[src/rtl/product_accumulator.sv]
// product_accumulator: sums a stream of unsigned products from the array
// multiplier. A sum closes after N_TERMS products, or earlier on a flush.
// The result is then held on a valid/ready output port until the consumer
// takes it. in_ready and out_valid come straight from the state register,
// so there is no combinational path from any input to any output.
module product_accumulator #(
  parameter int PROD_W  = 8,
  parameter int N_TERMS = 4,
  parameter int ACC_W   = 10,
  parameter int CNT_W   = 3
) (
  input  logic              clk,
  input  logic              rst_n,
  input  logic              in_valid,
  output logic              in_ready,
  input  logic [PROD_W-1:0] in_product,
  input  logic              flush,
  output logic              out_valid,
  input  logic              out_ready,
  output logic [ACC_W-1:0]  out_sum,
  output logic [CNT_W-1:0]  out_terms
);

  typedef enum logic {
    S_ACCUM  = 1'b0,
    S_OUTPUT = 1'b1
  } state_t;

  localparam logic [CNT_W-1:0] LAST_CNT = CNT_W'(N_TERMS - 1);

  state_t           state;
  state_t           state_next;
  logic [ACC_W-1:0] acc;
  logic [CNT_W-1:0] cnt;
  logic             accept;
  logic             close;
  logic [ACC_W-1:0] sum_with;
  logic [CNT_W-1:0] cnt_with;

  // The handshake outputs are decoded from the state register only.
  assign in_ready  = (state == S_ACCUM);
  assign out_valid = (state == S_OUTPUT);

  // An accept can only happen in ACCUM because in_ready gates it.
  assign accept   = in_valid & in_ready;
  assign sum_with = acc + (accept ? ACC_W'(in_product) : '0);
  assign cnt_with = cnt + (accept ? CNT_W'(1) : '0);

  // Close on the last term, or on a flush that has at least one term to
  // report. A flush on the last accept still closes just once.
  assign close = in_ready &&
                 ((accept && (cnt == LAST_CNT)) ||
                  (flush && ((cnt != '0) || accept)));

  // State register.
  // NOTE: sequential state uses non-blocking (<=) so every register samples
  // its inputs from before the edge, independent of statement order.
  always_ff @(posedge clk or negedge rst_n) begin
    if (!rst_n) state <= S_ACCUM;
    else        state <= state_next;
  end

  // Next-state logic: ACCUM -> OUTPUT on close, OUTPUT -> ACCUM on out_ready.
  // NOTE: the default assignment first keeps this block latch-free on every
  // path through the case statement.
  always_comb begin
    state_next = state;
    case (state)
      S_ACCUM:  if (close)     state_next = S_OUTPUT;
      S_OUTPUT: if (out_ready) state_next = S_ACCUM;
      default:                 state_next = S_ACCUM;
    endcase
  end

  // Datapath: accumulate on accept, and on close move the sum to the output
  // registers and clear the accumulator in the same edge. The output
  // registers only change on close, so they hold stable throughout OUTPUT.
  always_ff @(posedge clk or negedge rst_n) begin
    if (!rst_n) begin
      acc       <= '0;
      cnt       <= '0;
      out_sum   <= '0;
      out_terms <= '0;
    end else if (close) begin
      out_sum   <= sum_with;
      out_terms <= cnt_with;
      acc       <= '0;
      cnt       <= '0;
    end else if (accept) begin
      acc <= sum_with;
      cnt <= cnt_with;
    end
  end

endmodule

[config.mk]
export PLATFORM = sky130hd
export DESIGN_NAME = product_accumulator
export DESIGN_NICKNAME = d
export VERILOG_FILES = /design/src/rtl/product_accumulator.sv
export SDC_FILE = /design/constraint.sdc
export NUM_CORES = 1
export LEC_CHECK = 0
export CORE_UTILIZATION = 41
export DETAILED_ROUTE_END_ITERATION = 10
export PLACE_DENSITY = 0.67
export SLEW_MARGIN = 5
export SYNTH_ARGS = -nofsm -noshare
export SYNTH_HDL_FRONTEND = slang
export SYNTH_SLANG_ARGS = --single-unit
[constraint.sdc]
create_clock -name clk -period 4.8 [get_ports clk]
set_input_delay 1.44 -clock clk [delete_from_list [all_inputs] [get_ports clk]]
set_output_delay 1.44 -clock clk [all_outputs]
set_load 0.03 [all_outputs]
==> results of run 1 <==
-- metrics by stage --
step	total power, uW	setup slack, ns
after floorplan	697	1.39
after global placement	855	0.478
after detailed placement	867	0.394
after CTS	1000	0.678
after global routing	1070	0.499
final	992	0.666
-- power breakdown --
group          internal (uW)  total (uW)  switching, uW
clock                   59.3         127           67.8
sequential               304         361           56.9
combinational            212         503            292
total                    575         992            416
-- per-layer routing --
layer / part of all wire [%] / global-route usage [%]
met1: 50 / 26.1
met2: 45 / 29.3
met3: 4.3 / 2.68
met4: 0.71 / 5.56
met5: 0 / 0
-- cell usage in the layout (no fill, tap or decap), types with 2 or more instances in the layout --
cell,Yosys,final
clkbuf_8,0,3
ha_1,10,10
clkdlybuf4s50_1,0,27
o211ai_1,5,5
xor2_1,3,3
a211o_1,7,7
and2_1,7,7
o21ai_0,8,8
nand4_1,3,3
or4_1,2,2
a21oi_1,7,7
dfrtp_1,27,27
nand2_1,25,25
a211oi_1,3,3
a21o_1,2,2
nand3_1,7,7
nor2_1,3,3
xnor2_1,2,2
a22o_1,6,6
inv_1,7,7
mux2_2,3,3
-- cell families (layout without fill, tap and decap cells) --
kind of cell | Yosys count | count (layout) | synth area share, %
xor gates and xnor gates | 5 | 5 | 2.75
buffers and inverters | 12 | 39 | 3.14
muxes | 4 | 4 | 2.75
AOI/OAI and AO/OA | 45 | 45 | 20.5
adders and majority gates | 11 | 11 | 9.11
DFF | 27 | 27 | 42.4
and+or+nand+nor | 58 | 58 | 19.3
-- worst min-delay path: cells and delay by family (launching register included) --
| family | cells | cell delay [ns] |
|---|---|---|
| flops | 1 | 0.35 |
| simple gates | 2 | 0.10 |
-- registers in the layout, summed over array words and instances, names as in the netlist --
| register | count |
|---|---|
| acc | 10 |
| out_terms | 3 |
| out_sum | 10 |
| out_valid | 1 |
| cnt | 3 |
-- final cells by class --
cell class | instances | area [um2]
fill | 351 | 1740
multi-input combinational | 123 | 867
sequential | 27 | 676
timing repair buffer | 28 | 278
tap | 48 | 60.1
clock buffer | 4 | 45.0
inverter | 7 | 26.3
-- worst max path at each step --
stage | startpoint | endpoint | slack [ns] | cells after the start
after floorplan | in_valid | acc[6] | 1.39 | 10
after CTS | in_valid | acc[6] | 0.68 | 10
after global routing | in_valid | acc[6] | 0.50 | 10
after global placement | in_valid | acc[6] | 0.48 | 10
final | in_valid | acc[6] | 0.67 | 10
after detailed placement | in_valid | acc[6] | 0.39 | 10
==> results.md, run 1 <==
* Status: finished, final reports clean
* CTS buffer count at 3
* Routed Antenna Nets at 0
* Synth top area share at between 40% and 50%
* RSZ-0062 raised after global routing: no
* Via count at between 1000 and 1500
* Post-layout util at between 50% and 60%
* Period utilisation layout at a little under nine tenths
* Fin nets at around 210
* Inserted Diodes at 0
* WHS Path Cells at 2
* Crit-path cells: clkdlybuf4s50_1 -> nor2b_1 -> and2_1 -> ha_1 -> inv_1 -> fa_1 -> nand2b_1 -> a211o_1 -> and4_1 -> a211o_1
* Ranking of synthesized cells by area: dfrtp_1 42%, ha_1 7.9%, nand2_1 5.9%, a211o_1 3.8%, a22o_1 3.3%
* # rows at 22
* Vias in the first global route at between 1000 and 1500
* Synthesized area at about 0.0016 mm2
* Synth top cells by count: 27 x dfrtp_1, 25 x nand2_1, 10 x ha_1, 8 x o21ai_0
* Ports at 28
* Worst-Margin Slew at ~0.85 ns
* Crit path buffers/inverters at 2
* Reg-to-reg slack, setup at 1.96 ns
* Total routed wirelength at ~3400 um
* Wirelength per Cell at around 14 um
* CTS clk-pin slew, worst paths at 0.09 ns
* Fraction of layout cells with a size suffix above 1 at under 10%
* CP arrival at around 4.3 ns
* Synth warn at 0
* Netlist cell types at between 40 and 50
* Fin crit period at ~4.1 ns
* Finished Layout Cells at 237
* Die H at ~64 um
* Core area at roughly 0.0037 mm2
* Largest stage delay, worst path at roughly 0.53 ns
* DP Area at 0.00191 mm2
* Max frequency at roughly 240 MHz
* Number of port buffers at 27
* Worst VDD drop at 0.219 mV
* Vias per cell at roughly 5.6
* Fin. max-slew vios at 0
* FFs w/ async S/R, synth at 100%
* Cell mode on critical path: a211o_1
* Horiz. Die Dim at between 60 and 70 um
* Root buffer cell: clkbuf_8
* WHS at 0.481 ns
* Critical path type: in2reg
* Largest net degree at the start of global routing at 28
* Post-synth EDFFs at 0
* Clk Latency, worst-skew pair at 0.27 ns
* Starting Density at 43.2%
* R2R Path Start: out_valid
* Max Cap Viol at 0
* Total track usage at about 19%
* Placed insts at ~230
* Pleak at 0.000903 uW
* Area grow syn2layout at 22.5%
* First-pass DRT Iterations at 4
* Top-count cell post-synth: dfrtp_1
* Post-DP HPWL at approximately 2400 um
* Post-synth top area cell: dfrtp_1
* Hold-fix buffer count after cts at 0
* Post-CTS Setup Bufs at 0
* Post-CTS sizing at 0
* Top delay family on crit path: simple AND/OR/NAND/NOR gates
* Reg-to-Reg End: acc[6]
* Final hold vios at 0
* Clk buf depth at 2
* Max_slew headroom at between 40% and 50%
* Slowest-stage cell, CP: clkdlybuf4s50_1
* Initial DRC count at 55
* Post-route setup TNS at 0 ns
* Global-route wire length before repair at approximately 6000 um
* Critical hold path startpoint: out_terms[1]
* Cells after Synth at about 160
* WHS Endpoint: out_terms[1]
* Main synth FF type: dfrtp_1
* Clk sink count at 27
* Routability cong. at around 0.8
* Initial antenna violation count at 0
* Critical Path RT at approximately 5 ns
* Die area at 0.00414 mm2
* GRT overflow at 0
* Final setup viols at 0
* Hold Crit Class: reg2reg
* Critical Path End Type: register
* Worst clock skew at a little under 0.005 ns
* CP Launch Type: input pin
* Design Area, Final at 0.00195 mm2
* Crit path max fanout at 10
* Sequential-to-total area share from yosys stat at a little over two fifths
* Avg Inst Size Synth at just under 10 um2
* Worst reg2reg path depth at 9
* P per Cell Area at just over 500 mW/mm2
* H-tree levels at 1
* Residual DRC count at 0
* Flops & latches, synth at 27
* CTS tree: yes
* Syn Nets at around 190
No activity file was read; power rests on OpenSTA's default activity.
==> inputs of run 2 (changes only) <==
--- a/config.mk
+++ b/config.mk
@@ -6,6 +6,7 @@
 export NUM_CORES = 1
 export LEC_CHECK = 0
 export CORE_UTILIZATION = 41
+export CTS_CLUSTER_DIAMETER = 60
 export DETAILED_ROUTE_END_ITERATION = 10
 export PLACE_DENSITY = 0.67
 export SLEW_MARGIN = 5
==> constraint.sdc (replaced) <==
create_clock -name clk -period 4.8 [get_ports clk]
set_input_delay 1.44 -clock clk [delete_from_list [all_inputs] [get_ports clk]]
set_output_delay 1.44 -clock clk [all_outputs]
set_load 0.02 [all_outputs]
==> results of run 2 <==
The final DEF is identical to that of run 1. Status: finished, final reports clean.
Among the figures that moved: total power 992 uW -> 957 uW; worst IR drop on VDD 0.219 mV -> 0.208 mV
==> inputs of run 3 (changes only) <==
==> constraint.sdc (replaced) <==
create_clock -name clk -period 5.3 [get_ports clk]
set_input_delay 1.59 -clock clk [delete_from_list [all_inputs] [get_ports clk]]
set_output_delay 1.59 -clock clk [all_outputs]
set_load 0.02 [all_outputs]
==> results of run 3 <==
The final DEF is identical to that of run 1. Status: finished, final reports clean.
Among the figures that moved: setup slack after placement 0.394 ns -> 0.744 ns; setup slack after layout 0.666 ns -> 1.02 ns; register-to-register setup slack 1.96 ns -> 2.46 ns; total power 992 uW -> 866 uW; worst IR drop on VDD 0.219 mV -> 0.189 mV
==> edit (flow settings as in run 1) <==
Set the parameter `PROD_W` to 6 (it was 8).
--- a/src/rtl/product_accumulator.sv
+++ b/src/rtl/product_accumulator.sv
@@ -5,5 +5,5 @@
 // so there is no combinational path from any input to any output.
 module product_accumulator #(
-  parameter int PROD_W  = 8,
+  parameter int PROD_W  = 6,
   parameter int N_TERMS = 4,
   parameter int ACC_W   = 10,
Interface: changed (resized in_product); port bits go from 28 to 26. No check against the original RTL was run, so the function may have changed too.
==> edit against run 1 <==
- cell area decreased by 7.4%
- final cell count decreased by 5.9%
- combinational power decreased by 4.4%
- power decreased by 6.7%
- synthesized area decreased by 5.9%
- clock power decreased by 23%
- fmax increased by 5.2%
- synthesized cell count decreased by 6.8%
- setup slack improved by 0.20 ns
- routed wire length decreased by 6.5%
- sequential cell count unchanged
- utilization about the same
==> edit: results (changes against run 1) <==
First DRT Iteration DRCs: 39 (-29%)
# fillers: 340 (-3.1%)
Via density: 5.184 (-7.4%)
Hpwl dp: 2389 um (-0.94%)
Status: finished, final reports clean
Clk slew on worst S/H paths: 0.14 ns (+0.05 ns)
Routed wire length per instance: 14.13 um (-0.60%)
Combinational power: 0.481 mW (-4.4%)
Dpl ws: 0.5188 ns (+0.1244 ns)
Final Routed Wirelength: 3152 um (-6.5%)
Placed insts: 219 (-6.0%)
Vias in the first global route: 1244 (-2.4%)
Syn nets: 171 (-8.1%)
Peak supply drop: 0.0003220 V (+47%)
Nets: 198 (-7.5%)
Fraction of the mapped netlist area in adder cells: 0.08013 (-0.01099)
Share of post-route cells with drive strength above 1: 0.06215 (-0.006636)
Synth top cells by count: nand2_1, dfrtp_1, ha_1, o21ai_1
Root buf cell: clkbuf_4
Placed cell area: 0.001780 mm2 (-6.6%)
First-pass GRT wire length: 5623 um (-6.0%)
IO buf count: 25 (-7.4%)
Leakage power: 0.8041 nW (-11%)
Final RePlAce weighted congestion: 0.9037 (+12%)
Synth area leaders: dfrtp_1, nand2_1, ha_1
[edit: changes by cell type after synthesis, moves of 4 or more]
cell | before | now
o21ai_1 | 0 | 8
nand2_1 | 25 | 30
a211o_1 | 7 | 0
nand3_1 | 7 | 2
o211ai_1 | 5 | 0
buf_2 | 4 | 0
xnor2_1 | 2 | 7
[edit: worst max-delay path, cell delays in order]
cell	delay (ns)
clkdlybuf4s50_1	0.56
nand2b_2	0.15
inv_1	0.25
and2_1	0.17
ha_1	0.19
inv_1	0.07
fa_1	0.40
nor2b_1	0.17
o31ai_1	0.12
a211oi_2	0.30
o21ai_1	0.10
a22o_1	0.24
[edit: final timing paths]
path	cells past startpoint	endpoint	slack (ns)	startpoint
max	12	acc[8]$_DFFE_PN0P_	0.87	in_valid
min	2	out_terms[0]$_DFFE_PN0P_	0.49	out_terms[0]$_DFFE_PN0P_
max reg2reg	11	acc[8]$_DFFE_PN0P_	2.03	out_valid$_DFF_PN0_
min reg2reg	2	out_terms[0]$_DFFE_PN0P_	0.49	out_terms[0]$_DFFE_PN0P_
max in group asynchronous	2	cnt[1]$_DFFE_PN0P_	3.06	rst_n
min in group asynchronous	2	out_sum[8]$_DFFE_PN0P_	1.47	rst_n
[edit: final cells by class]
class / count / area [um2] / area share
inverters: 6 / 22.52 / 0.01247
clock buffers: 4 / 26.28 / 0.01454
multi-input cells: 114 / 767.0 / 0.4245
well taps: 46 / 57.56 / 0.03186
flip-flops and latches: 27 / 675.6 / 0.3740
repair buffers: 26 / 257.7 / 0.1427
[edit: routing by layer]
metal	GRT usage	share of wire	vias to the layer above
met1	0.2209	0.47	551
li1	-	-	578
met5	0	0	-
met3	0.04197	0.033	2
met2	0.3111	0.49	25
met4	0.05233	0.0044	0
